File: src/rtl/alias_mon_pkg.sv
// Shared types for the alias net monitor.
//   mon_state_e : monitor FSM states
//   net_mask_t  : one mismatch bit per aliased net, indexed by A_IDX/B_IDX/C_IDX
package alias_mon_pkg;

  typedef enum logic [1:0] {
    ST_IDLE,
    ST_SETTLE,
    ST_PASS,
    ST_FAIL
  } mon_state_e;

  typedef logic [2:0] net_mask_t;

  localparam int unsigned A_IDX = 0;
  localparam int unsigned B_IDX = 1;
  localparam int unsigned C_IDX = 2;

endpackage

File: src/rtl/alias_sat_counter.sv
// Saturating up-counter with synchronous clear and enable.
// Ports:
//   i_clk   : clock, rising edge
//   i_rst_n : synchronous active-low reset (count -> 0)
//   i_clr   : synchronous clear (count -> 0), overrides enable
//   i_en    : increment enable; the count holds at all-ones
//   o_cnt   : current count
module alias_sat_counter #(
  parameter int unsigned W = 16
) (
  input  logic         i_clk,
  input  logic         i_rst_n,
  input  logic         i_clr,
  input  logic         i_en,
  output logic [W-1:0] o_cnt
);

  logic [W-1:0] r_cnt;

  always_ff @(posedge i_clk) begin
    if (!i_rst_n) begin
      r_cnt <= '0;
    end else if (i_clr) begin
      r_cnt <= '0;
    end else if (i_en && (r_cnt != '1)) begin
      r_cnt <= r_cnt + 1'b1;
    end
  end

  assign o_cnt = r_cnt;

endmodule

File: src/rtl/alias_net_monitor.sv
// Checks a three-way aliased net group (a, b, c) against an expected word.
// A check starts on an accepted start pulse; the monitor then waits for
// STABLE_CYCLES consecutive samples in which all three nets equal the
// captured expected word (pass), or gives up after TIMEOUT samples (fail).
// Ports:
//   clk, rst_n   : clock and synchronous active-low reset
//   start        : begin a check (ignored while busy)
//   expected     : expected word, captured on an accepted start
//   a, b, c      : alias members being monitored
//   busy         : check in progress
//   pass, fail   : sticky result flags
//   mismatch_cnt : saturating count of non-matching samples
//   first_bad    : {c,b,a} at the first mismatching sample
//   first_mask   : per-net mismatch bits at the first mismatching sample
module alias_net_monitor
  import alias_mon_pkg::*;
#(
  parameter int unsigned WIDTH         = 32,
  parameter int unsigned STABLE_CYCLES = 4,
  parameter int unsigned TIMEOUT       = 64,
  parameter int unsigned CNT_W         = 16
) (
  input  logic               clk,
  input  logic               rst_n,
  input  logic               start,
  input  logic [WIDTH-1:0]   expected,
  input  logic [WIDTH-1:0]   a,
  input  logic [WIDTH-1:0]   b,
  input  logic [WIDTH-1:0]   c,
  output logic               busy,
  output logic               pass,
  output logic               fail,
  output logic [CNT_W-1:0]   mismatch_cnt,
  output logic [3*WIDTH-1:0] first_bad,
  output logic [2:0]         first_mask
);

  localparam int unsigned CYC_W = (TIMEOUT > 1) ? $clog2(TIMEOUT) : 1;
  localparam int unsigned STB_W = $clog2(STABLE_CYCLES + 1);

  mon_state_e         r_state;
  mon_state_e         w_next;
  logic [WIDTH-1:0]   r_exp;
  logic [STB_W-1:0]   r_stable;
  logic [CYC_W-1:0]   w_cycle;
  logic [CNT_W-1:0]   w_mcnt;
  logic [3*WIDTH-1:0] r_first_bad;
  net_mask_t          r_first_mask;
  net_mask_t          w_mask;
  logic               w_in_settle;
  logic               w_accept;
  logic               w_match;
  logic               w_pass_done;
  logic               w_timeout;

  assign w_in_settle = (r_state == ST_SETTLE);
  assign w_accept    = start && !w_in_settle;

  // Case inequality so that any X/Z bit on a net registers as a mismatch.
  always_comb begin
    w_mask        = '0;
    w_mask[A_IDX] = (a !== r_exp);
    w_mask[B_IDX] = (b !== r_exp);
    w_mask[C_IDX] = (c !== r_exp);
  end

  assign w_match     = (w_mask == '0);
  assign w_pass_done = w_in_settle && w_match &&
                       (r_stable == STB_W'(STABLE_CYCLES - 1));
  assign w_timeout   = w_in_settle && (w_cycle == CYC_W'(TIMEOUT - 1));

  always_ff @(posedge clk) begin
    if (!rst_n) begin
      r_state <= ST_IDLE;
    end else begin
      r_state <= w_next;
    end
  end

  // Pass is checked before timeout so a run completing on the last
  // allowed sample still reports pass.
  always_comb begin
    w_next = r_state;
    unique case (r_state)
      ST_IDLE, ST_PASS, ST_FAIL: begin
        if (w_accept) w_next = ST_SETTLE;
      end
      ST_SETTLE: begin
        if (w_pass_done)    w_next = ST_PASS;
        else if (w_timeout) w_next = ST_FAIL;
      end
      default: w_next = ST_IDLE;
    endcase
  end

  always_ff @(posedge clk) begin
    if (!rst_n) begin
      r_exp        <= '0;
      r_stable     <= '0;
      r_first_bad  <= '0;
      r_first_mask <= '0;
    end else if (w_accept) begin
      r_exp        <= expected;
      r_stable     <= '0;
      r_first_bad  <= '0;
      r_first_mask <= '0;
    end else if (w_in_settle) begin
      if (w_match) begin
        r_stable <= r_stable + 1'b1;
      end else begin
        r_stable <= '0;
        // A zero mismatch count means no mismatch has been seen since start.
        if (w_mcnt == '0) begin
          r_first_bad  <= {c, b, a};
          r_first_mask <= w_mask;
        end
      end
    end
  end

  alias_sat_counter #(
    .W (CNT_W)
  ) u_mismatch_cnt (
    .i_clk   (clk),
    .i_rst_n (rst_n),
    .i_clr   (w_accept),
    .i_en    (w_in_settle && !w_match),
    .o_cnt   (w_mcnt)
  );

  alias_sat_counter #(
    .W (CYC_W)
  ) u_cycle_cnt (
    .i_clk   (clk),
    .i_rst_n (rst_n),
    .i_clr   (w_accept),
    .i_en    (w_in_settle),
    .o_cnt   (w_cycle)
  );

  assign busy         = (r_state == ST_SETTLE);
  assign pass         = (r_state == ST_PASS);
  assign fail         = (r_state == ST_FAIL);
  assign mismatch_cnt = w_mcnt;
  assign first_bad    = r_first_bad;
  assign first_mask   = r_first_mask;

endmodule
File: config.mk
export PLATFORM = sky130hd
export DESIGN_NAME = alias_net_monitor
export DESIGN_NICKNAME = d
export VERILOG_FILES = /design/src/rtl/alias_mon_pkg.sv /design/src/rtl/alias_sat_counter.sv /design/src/rtl/alias_net_monitor.sv
export SDC_FILE = /design/constraint.sdc
export NUM_CORES = 1
export LEC_CHECK = 0
export ABC_AREA = 1
export BUFFER_PORTS_ARGS = -buffer_cell sky130_fd_sc_hd__buf_4
export CORE_MARGIN = 10
export CORE_UTILIZATION = 47
export CTS_BUF_LIST = sky130_fd_sc_hd__clkbuf_16
export CTS_CLUSTER_SIZE = 20
export DETAILED_ROUTE_END_ITERATION = 16
export PLACE_DENSITY = 0.77
export RECOVER_POWER = 25
export SLEW_MARGIN = 20
export SYNTH_ARGS = -nofsm -noshare
export SYNTH_HDL_FRONTEND = slang
export SYNTH_SLANG_ARGS = --single-unit
export TNS_END_PERCENT = 100
File: constraint.sdc
create_clock -name clk -period 1.8 [get_ports clk]
set_input_delay 0.27 -clock clk [delete_from_list [all_inputs] [get_ports clk]]
set_output_delay 0.27 -clock clk [all_outputs]
set_load 0.01 [all_outputs]
# After elaboration in Yosys (flattened, before gate mapping)
# Cells that the tools add are included.
# totals
out_inout_bits	118
word_cells	45
regBits	158
inputBits	131
# classes
n_mux	5
bitwise	2
n_addsub	3
n_eq_ne	12
n_reduce_logical	16
# op_table
operator	n
32-bit !== test	3
16-bit by 1-bit adder with 16-bit output (second input constant)	1
16-bit logical NOT	1
16-bit != test (second input constant)	1
1-bit logical AND	7
6-bit by 1-bit adder with 6-bit output (second input constant)	1
6-bit == test (second input constant)	1
2-bit two-way mux	3
6-bit != test (second input constant)	1
2-bit == test (second input constant)	2
2-bit one-hot mux with 2 select lines	1
3-bit by 1-bit adder with 3-bit output (second input constant)	1
3-bit by 2-bit == test with 1-bit output (second input constant)	1
3-bit logical NOT	1
3-bit two-way mux	1
3-bit != test (second input constant)	1
3-bit AND reduction	1
3-bit OR reduction	1
2-bit by 1-bit == test with 1-bit output (second input constant)	1
1-bit logical NOT	2
2-bit logical NOT	1
2-bit by 1-bit != test with 1-bit output (second input constant)	1
1-bit NOT	2
2-bit AND reduction	1
2-bit OR reduction	1

# Longest topological paths before layout
# Gate-level depths: netlist of the first run.
# logic_depth
ltp_word	6
mapped_depth	17
depth_no_buf	16

# Modules after synthesis
# A second synthesis of the first run with hierarchy kept.
# hier_totals
hier_cells	1564
area_unflattened_um2	9200.1
# modules_own_cells
mod	seq_area_each_um2	cells_each	area_per_inst_um2	n_inst
alias_net_monitor	2722.6	1354	7910.1	1
alias_sat_counter at u_mismatch_cnt	320.3	153	910.9	1
alias_sat_counter at u_cycle_cnt	120.1	57	379.1	1

# Least setup slack after synthesis of the first run
# Ideal clock, no wire load.
# synth_path
path_kind	register -> register
from	reg u_mismatch_cnt.r_cnt[0] (netlist: u_mismatch_cnt.o_cnt[0])
to	reg u_mismatch_cnt.r_cnt[10] (netlist: u_mismatch_cnt.o_cnt[10])
arrival_time_ns	1.703
stages_incl_launch_ff	10
path_buffers	1
t_required_ns	1.677
slack_ns	-0.026
synth_period_minus_slack_ns	1.826
setup_time_ns	0.123
cell_sequence	dfxtp_1 ha_1 nand2_1 inv_1 nand2_1 nor2_1 nand4_2 clkbuf_1 nand3_1 a21oi_2
# synth_via
elab_chain_len	2
elab_cells_between_ends	3
classes_between	1 x add/sub; 1 x eq/ne; 1 x reduce/logical
# synth_lines
item	line_no	rtl
from (decl)	alias_sat_counter.sv:18	logic [W-1:0] r_cnt;
from (signal assigned)	alias_sat_counter.sv:26	r_cnt <= r_cnt + 1'b1;
branches (longest 2 deep; another with 16-bit by 1-bit adder with 16-bit output)	n/a	
# Parallel ways; which one is timed is not known.
# A chain may end at the register's enable or synchronous reset.

# Final worst setup path of the first run
# layout_path
from	reg r_exp[12]
to	reg r_first_bad[87] (netlist: first_bad[87])
# layout_via
elab_chain_len	4
elab_cells_between_ends	6
classes_between	3 x eq/ne; 1 x bitwise; 2 x reduce/logical
# layout_lines
item	line_no	rtl
from (decl)	alias_net_monitor.sv:43	logic [WIDTH-1:0] r_exp;
from (signal assigned)	alias_net_monitor.sv:103	r_exp <= expected;
32-bit !== test, on equally long branches	alias_net_monitor.sv:62, alias_net_monitor.sv:63, alias_net_monitor.sv:64	
3-bit logical NOT (*)	alias_net_monitor.sv:67	assign w_match = (w_mask == '0);
1-bit NOT (no source line) (*)	n/a	
3-bit AND reduction (no source line) (*)	n/a	
to (signal assigned)	alias_net_monitor.sv:114	r_first_bad <= {c, b, a};
to (decl)	alias_net_monitor.sv:47	logic [3*WIDTH-1:0] r_first_bad;
# Every way passes the cells marked *; elsewhere a longest branch is shown, timed or not.

==> summary.log, run 1 <==
INFO  yosys          post_synthesis_mean_instance_area=6.607µm²
INFO  pwr            power.switching_fraction=0.3005
INFO  pwr            comb_power_share=0.256
INFO  final_layout   num-nets-final=1,689
INFO  worst_hold_path hold_path_class=in2reg
INFO  yosys          synth-warning-count=0
INFO  floorplanning  num_rows=47
INFO  critical_path  path_cells=xnor2_1, nand2_1, nor2_1, nand2_1, nor2_1, nand2_2, nor2_4, nand2_2, nand2_4, inv_8, nand2_8, buf_12, clkbuf_16, nand2_1, nand2_1, nor2_1
INFO  placement      globalplace.congestion=0.8858
INFO  worst_hold_path worst_hold_startpoint=expected[3]
INFO  clocking       later_pin_clock_latency_in_the_skew_report=0.43ns
INFO  placement      port_buffers=248
INFO  critical_path  arrival=2.44ns
INFO  floorplanning  initial_util=0.4805
INFO  worst_hold_path min_delay_path_depth=3
INFO  detailed_routing routedLengthMet1=11,810µm
INFO  final_layout   area_added_between_synthesis_and_finish=51.16%
INFO  clocking       clockRootBuffer=sky130_fd_sc_hd__clkbuf_16
INFO  sta            max_slew.worst_pin.slew=0.4162ns
INFO  final_layout   final_cell_area=12,040µm²
INFO  critical_path  master_of_the_slowest_instance_on_the_critical_path=sky130_fd_sc_hd__dfxtp_1
INFO  sta            skew=0.007339ns
INFO  placement      pre_cts_slack=-0.2949ns
INFO  placement      placed_cells=1,723
INFO  yosys          async_flop_share=0
INFO  pwr            switchingPower=3.100mW
INFO  outcome        result_of_the_run=complete, but fails checks
INFO  final_layout   layoutNonFillerInstCount=1,788
INFO  yosys          instance_count_of_the_mapped_netlist=1,206
INFO  global_route   total_grt_usage=0.2492
INFO  global_route   grt_pass1_vias=8,465
INFO  clocking       clock-sinks=158
INFO  pwr            p_per_area=856.4nW/µm²
INFO  critical_path  startpoint_type_of_the_worst_setup_path=register
INFO  detailed_routing top_signal_layer_used=met4
INFO  floorplanning  io_pins=249
INFO  worst_hold_path hold_path_end=r_exp[3]$_SDFFE_PN0P_
INFO  floorplanning  die_area=22,560µm²
INFO  detailed_routing route.antenna.remaining_nets=0
INFO  sta            grt_setup_unrepaired=yes
INFO  yosys          ys.flop_type=sky130_fd_sc_hd__dfxtp_1
INFO  clocking       hold_fix_buffers_cts=0
INFO  detailed_routing postRouteWirelength=30,260µm
INFO  critical_path  cp_slowest_stage_delay=0.42ns
INFO  floorplanning  die-width=150.2µm
INFO  critical_path  setup.worst_path.end_class=register
INFO  detailed_routing drt_first_pass_iters=7
INFO  clocking       path_clk_slew=0.06ns
INFO  detailed_routing detail_route.drc_violations=0
INFO  placement      dp_hpwl=21,140µm
INFO  clocking       cts_tree=done
INFO  floorplanning  core_box_area=16,580µm²
INFO  clocking       numCtsBuffers=17
INFO  sta            final.setup.worst_slack=-0.3165ns
INFO  clocking       ctsLongestPathBuffers=2
INFO  sta            setup_viol_count_final=120
INFO  final_layout   layout-drive-gt1-share=0.2912
INFO  pwr            ir_drop_worst_vdd=0.0007031V
INFO  critical_path  regToRegEndpoint=first_bad[87]$_SDFFE_PP0P_
INFO  sta            fmax=0.4725GHz
INFO  sta            post-route-min-period=2.116ns
INFO  sta            worst_slew_margin_rel=0.7200
INFO  detailed_routing routed_wire_length_per_instance=16.92µm
INFO  clocking       ctsHtreeMaxLevel=4
INFO  placement      placement.cell_area=10,760µm²
INFO  pwr            internal_power=7.215mW
INFO  pwr            power_frac_clock=0.359
INFO  yosys          mappedNetlistArea=7968µm²
INFO  detailed_routing detail_route.iter0.violations=536
INFO  critical_path  crit_path_frequent_cell=sky130_fd_sc_hd__nand2_1
INFO  global_route   grt_max_degree=38
INFO  critical_path  required_time_at_the_endpoint_of_the_critical_path=2.12ns
INFO  detailed_routing met3RoutedLength=2832µm
INFO  global_route   grt_overflow_total=0
INFO  global_route   number_of_antenna_violations_at_the_first_check_in_global_routing=1
INFO  sta            hold_violations=0
INFO  yosys          syn-num-nets=1,342
INFO  critical_path  path_max_fanout=7
INFO  sta            drv_slew=0
INFO  pwr            leakage=5.841nW
INFO  critical_path  critPathLaunch=r_exp[12]$_SDFFE_PN0P_
INFO  detailed_routing drt-vias-per-instance=4.926
INFO  job            max_cap_viol_count=0
INFO  critical_path  regToRegStartpoint=r_exp[12]$_SDFFE_PN0P_
INFO  detailed_routing num_vias=8,807
INFO  critical_path  r2r_cells=16
INFO  yosys          synth.lib_cells_used.distinct=32
INFO  critical_path  path_class=reg2reg
INFO  outcome        violations=negative setup slack
INFO  global_route   wire_length_of_the_first_global_routing_pass=44,380µm
INFO  detailed_routing dr_wl_met2=14,300µm
INFO  sta            finalCritPeriodShare=1.176
INFO  yosys          postSynthRegisterBits=158
INFO  floorplanning  die_height=150.2µm
INFO  yosys          synth_edf_count=0
INFO  critical_path  r2r_setup_slack=-0.32ns
INFO  pwr            power.sequential.fraction=0.385
INFO  yosys          seq_area_frac_synth=0.3970
sequential cells by signal (all words and copies together), names as in the netlist:
name	count
r_exp	32
first_mask	3
r_state	2
r_stable	3
first_bad	96
u_mismatch_cnt.o_cnt	16
u_cycle_cnt.o_cnt	6
synth_stat cells, drive strengths merged (5+ instances only):
library cell	instances	area, µm²
inv	168	630.6
nor2	260	1001
nand2	334	1285
o21ai	36	180.2
nor3	8	45.04
xnor2	56	490.5
buf	30	161.4
xor2	37	324.1
dfxtp	158	3163
a21oi	53	299.0
nand4	11	75.07
ha	5	62.56
nor4	8	50.05
nand3	24	120.1
clkbuf	14	52.55
layout by cell type (no fill, tap or decap), drive strengths merged, types with 3 or more instances in the layout:
master    synthesis  final
clkinv            0      5
bufinv            0      3
nand3            24     24
inv             168    171
ha                5      5
nand2           334    336
dfxtp           158    158
nand4            11     11
buf              30    325
nor4              8      8
xnor2            56     56
clkbuf           14     61
nor2            260    260
clkinvlp          0      4
nor3              8      8
o21ai            36     36
a21oi            53     53
xor2             37     37
kinds of logic (layout without fill, tap and decap cells):
logic type      after synthesis  in the layout  share of synthesized area
simple gates                646            648                     0.3241
compound gates               92             92                    0.06282
fa+ha+maj                     5              5                   0.007852
other cells                   0              2                          0
xor+xnor                     93             93                     0.1022
buf+inv                     212            570                     0.1060
flops                       158            158                     0.3970
stage by stage:
| step | utilization | power [mW] | hold WS (ns) | setup TNS (ns) |
|---|---|---|---|---|
| 3_5_place_dp | 0.6489 | 6.242 | 0.4602 | -26.83 |
| 4_1_cts | 0.7110 | 10.19 | 0.05732 | -18.54 |
| 6_report | 0.7263 | 10.31 | 0.07451 | -26.58 |
| 2_1_floorplan | - | 5.131 | 0.4049 | 0 |
| 5_1_grt | 0.7261 | 10.78 | 0.08120 | -41.83 |
| 3_3_place_gp | 0.6489 | 6.196 | 0.4510 | -19.89 |
routing by layer:
metal	GRT usage	up-vias
met1	0.2825	4018
li1	-	4328
met5	0	-
met3	0.08613	83
met2	0.4176	378
met4	0.1074	0
worst max-delay path by stage:
stage,to,slack [ns],cells past startpoint
floorplan,u_mismatch_cnt.o_cnt[10]$_SDFFE_PP0P_,0.004,9
global placement,first_mask[0]$_SDFFE_PP0P_,-0.24,9
detailed placement,first_bad[12]$_SDFFE_PP0P_,-0.29,15
CTS,first_bad[44]$_SDFFE_PP0P_,-0.21,16
global route,first_bad[87]$_SDFFE_PP0P_,-0.43,16
finish,first_bad[87]$_SDFFE_PP0P_,-0.32,16
critical path, delay by kind of cell (launching register included):
family,cells,cell delay [ns]
AND/OR/NAND/NOR,12,1.10
flip-flops,1,0.42
buffers and inverters,3,0.34
XOR/XNOR,1,0.16
layout make-up:
class                           count  area [µm²]
Timing Repair Buffer              370        3133
Sequential cell                   158        3198
Fill cell                        1328        4539
Inverter                          168       643.1
Clock inverter                     15       171.4
Clock buffer                       17       425.4
Antenna cell                        2       5.005
Multi-Input combinational cell    838        4193
Tap cell                          220       275.3
power by group through the flow:
stage               registers [mW]  clock network [mW]  logic (mW)
finish                        3.97                3.70        2.64
global route                  3.99                3.90        2.88
CTS                           3.96                3.73        2.49
detailed placement            4.03                   0        2.22
global placement              4.02                   0        2.18
floorplan                     4.08                   0        1.05
what timing repair did:
action | CTS | global route
buffers inserted | 6 | 11
resized for setup | 50 | 45
setup endpoints to repair | 118 | 130
pin swaps | 10 | 19
cloned | 9 | 7
Note: power is estimated with default switching activity, not from simulation.
==> inputs of run 2 (changes only) <==
Settings changed: CORE_UTILIZATION 47 to 35, PLACE_DENSITY 0.77 to default.
==> summary.log, run 2 (synthesis results as in run 1) <==
INFO  outcome        result_of_the_run=complete, but fails checks
INFO  outcome        violations=negative setup slack
INFO  floorplanning  die-width=170.9µm [+14%]
INFO  floorplanning  io_pins=249 [unchanged]
INFO  detailed_routing detail_route.drc_violations=0 [unchanged]
INFO  floorplanning  die_area=29,200µm² [+29%]
INFO  final_layout   layout_common_cells=306 x sky130_fd_sc_hd__nand2_1, 301 x sky130_fd_sc_hd__buf_4, 244 x sky130_fd_sc_hd__nor2_1
INFO  clocking       path_clk_slew=0.07ns [about the same]
INFO  detailed_routing num_vias=8,286 [-5.9%]
INFO  critical_path  cp_slowest_stage_delay=0.40ns [-0.02 ns]
INFO  critical_path  master_of_the_slowest_instance_on_the_critical_path=sky130_fd_sc_hd__dfxtp_2
INFO  global_route   total_grt_usage=0.1968 [-0.05234]
INFO  global_route   wire_length_of_the_first_global_routing_pass=45,110µm [+1.6%]
INFO  global_route   grt_pass1_vias=8,145 [-3.8%]
INFO  detailed_routing detail_route.iter0.violations=591 [+10%]
INFO  job            max_cap_viol_count=0 [unchanged]
INFO  sta            hold_slack_final=0.07311ns [-0.001400 ns]
INFO  placement      port_buffers=248 [unchanged]
INFO  clocking       ctsHtreeMaxLevel=4 [unchanged]
INFO  sta            fmax=0.4923GHz [+4.2%]
INFO  pwr            leakage=5.713nW [-2.2%]
INFO  global_route   grt_overflow_total=0 [unchanged]
INFO  critical_path  required_time_at_the_endpoint_of_the_critical_path=2.12ns [about the same]
INFO  final_layout   nFillCells=2,198 [+66%]
INFO  sta            skew=0.01284ns [+0.005503 ns]
INFO  global_route   number_of_antenna_violations_at_the_first_check_in_global_routing=2 [+1]
INFO  floorplanning  core_box_area=22,500µm² [+36%]
INFO  detailed_routing drt_first_pass_iters=5 [-2]
INFO  sta            setup_viol_count_final=120 [unchanged]
INFO  critical_path  setup.worst_path.end_class=register
INFO  clocking       clockRootBuffer=sky130_fd_sc_hd__clkbuf_16
INFO  sta            max_slew.worst_pin.slew=0.4645ns [+0.04823 ns]
INFO  critical_path  timing.critical_path.max_delay_family=simple AND/OR/NAND/NOR gates
INFO  floorplanning  die_height=170.9µm [+14%]
INFO  placement      globalplace.congestion=0.8342 [-5.8%]
INFO  pwr            p_per_area=852.4nW/µm² [-0.46%]
INFO  global_route   top_usage_layer=met2
INFO  sta            finalCritPeriodShare=1.128 [-0.04741]
INFO  clocking       numCtsBuffers=17 [unchanged]
INFO  detailed_routing drt-vias-per-instance=4.496 [-8.7%]
INFO  final_layout   area_added_between_synthesis_and_finish=48.84%
INFO  sta            worst_slew_margin_rel=0.6899 [-0.03005]
INFO  placement      dp_hpwl=21,940µm [+3.8%]
INFO  critical_path  critical_path.n_buffers_inverters=2 [-1]
INFO  detailed_routing routed_wire_length_per_instance=16.47µm [-2.7%]
INFO  clocking       later_pin_clock_latency_in_the_skew_report=0.43ns [about the same]
INFO  critical_path  path_class=reg2reg
INFO  global_route   m2_gr_usage=0.3182 [-0.09948]
INFO  pwr            fin_total_pwr=10.11mW [-2.0%]
INFO  global_route   gr-usage-met3=0.06106 [-0.02507]
INFO  clocking       hold_fix_buffers_cts=0 [unchanged]
INFO  worst_hold_path hold_path_class=in2reg
INFO  clocking       clock-sinks=158 [unchanged]
INFO  critical_path  crit_path_frequent_cell=sky130_fd_sc_hd__nand2_1
INFO  sta            grt_setup_unrepaired=yes
INFO  global_route   grt_max_degree=48 [+26%]
INFO  floorplanning  initial_util=0.3541 [-0.1264]
INFO  sta            post-route-min-period=2.031ns [-0.08534 ns]
INFO  sta            drv_slew=0 [unchanged]
INFO  floorplanning  num_rows=55 [+17%]
INFO  clocking       ctsLongestPathBuffers=2 [unchanged]
INFO  critical_path  arrival=2.35ns [-0.09 ns]
INFO  clocking       cts_tree=done
INFO  final_layout   final_common_cell=sky130_fd_sc_hd__nand2_1
INFO  global_route   grt_util_met1=0.2436 [-0.03890]
INFO  critical_path  path_max_fanout=21 [+14]
INFO  pwr            ir_drop_worst_vdd=0.0006295V [-10%]
INFO  final_layout   final_core_util=0.5270 [-0.1993]
INFO  critical_path  startpoint_type_of_the_worst_setup_path=register
INFO  sta            totalNegativeSetupSlack=-21.80ns [+4.782 ns]
INFO  sta            final.setup.worst_slack=-0.2312ns [+0.08534 ns]
INFO  final_layout   num-nets-final=1,679 [-0.59%]
INFO  final_layout   layout-drive-gt1-share=0.2988 [+0.007655]
INFO  detailed_routing postRouteWirelength=30,350µm [+0.28%]
INFO  final_layout   largest_register_ff_count=96 [unchanged]
INFO  critical_path  path_cells=xnor2_1, nand2_1, nor2_1, nand2_1, nor2_2, nand2_2, nor2_4, nand2_2, nand2_4, inv_8, nand2_8, buf_12, nand2_1, nand2_1, nor2_1
INFO  detailed_routing route.antenna.remaining_nets=0 [unchanged]
INFO  sta            hold_violations=0 [unchanged]
==> run 2: worst min-delay path, stage by stage <==
cell and delay (ns):
sky130_fd_sc_hd__buf_4 0.08, sky130_fd_sc_hd__nor2_1 0.03, sky130_fd_sc_hd__nor2_1 0.08
==> run 2: per-layer routing <==
metal / vias to the layer above / share of wire
met5: - / 0
met2: 253 / 0.47
met1: 3700 / 0.44
met3: 32 / 0.074
li1: 4301 / -
met4: 0 / 0.019
==> run 2: worst paths after layout <==
check	from	endpoint	slack [ns]	depth (start not counted)
max	r_exp[21]$_SDFFE_PN0P_	first_bad[21]$_SDFFE_PP0P_	-0.23	15
min	expected[23]	r_exp[23]$_SDFFE_PN0P_	0.07	3
max reg2reg	r_exp[21]$_SDFFE_PN0P_	first_bad[21]$_SDFFE_PP0P_	-0.23	15
min reg2reg	u_cycle_cnt.o_cnt[5]$_SDFFE_PP0P_	u_cycle_cnt.o_cnt[5]$_SDFFE_PP0P_	0.48	2
==> run 2: final cells by class <==
cell class	count	area [µm²]	share of cell area
antenna	2	5.005	0.0004220
clock buffer	17	425.4	0.03587
clock inverter	15	165.2	0.01393
inverter	168	640.6	0.05402
multi-input combinational	838	4230	0.3567
sequential	158	3208	0.2705
tap	285	356.6	0.03007
timing repair buffer	360	2828	0.2384
==> run 2: where the power goes <==
group / internal [mW] / leakage (nW) / switching (mW) / total [mW]
registers: 3.76 / 1.30 / 0.211 / 3.97
logic: 1.14 / 4.13 / 1.30 / 2.43
clock network: 2.07 / 0.276 / 1.64 / 3.70
total: 6.97 / 5.71 / 3.14 / 10.1
==> run 2: timing repair <==
| action | CTS | global route |
|---|---|---|
| pin swaps | 5 | 8 |
| endpoints found under the hold margin | 0 | 0 |
| endpoints found under the setup margin | 120 | 132 |
| setup buffers | 9 | 4 |
| resized for setup | 65 | 43 |
| cloned | 5 | 7 |
==> run 2: stage by stage <==
step | setup slack, ns | cells | instance area [µm²]
final | -0.2312 | 1843 | 11860
after global routing | -0.3708 | 1842 | 11860
after CTS | -0.2179 | 1836 | 11800
after detailed placement | -0.3304 | 1791 | 10790
after global placement | -0.3643 | 1791 | 10790
after floorplan | 0.003561 | 1206 | 7969
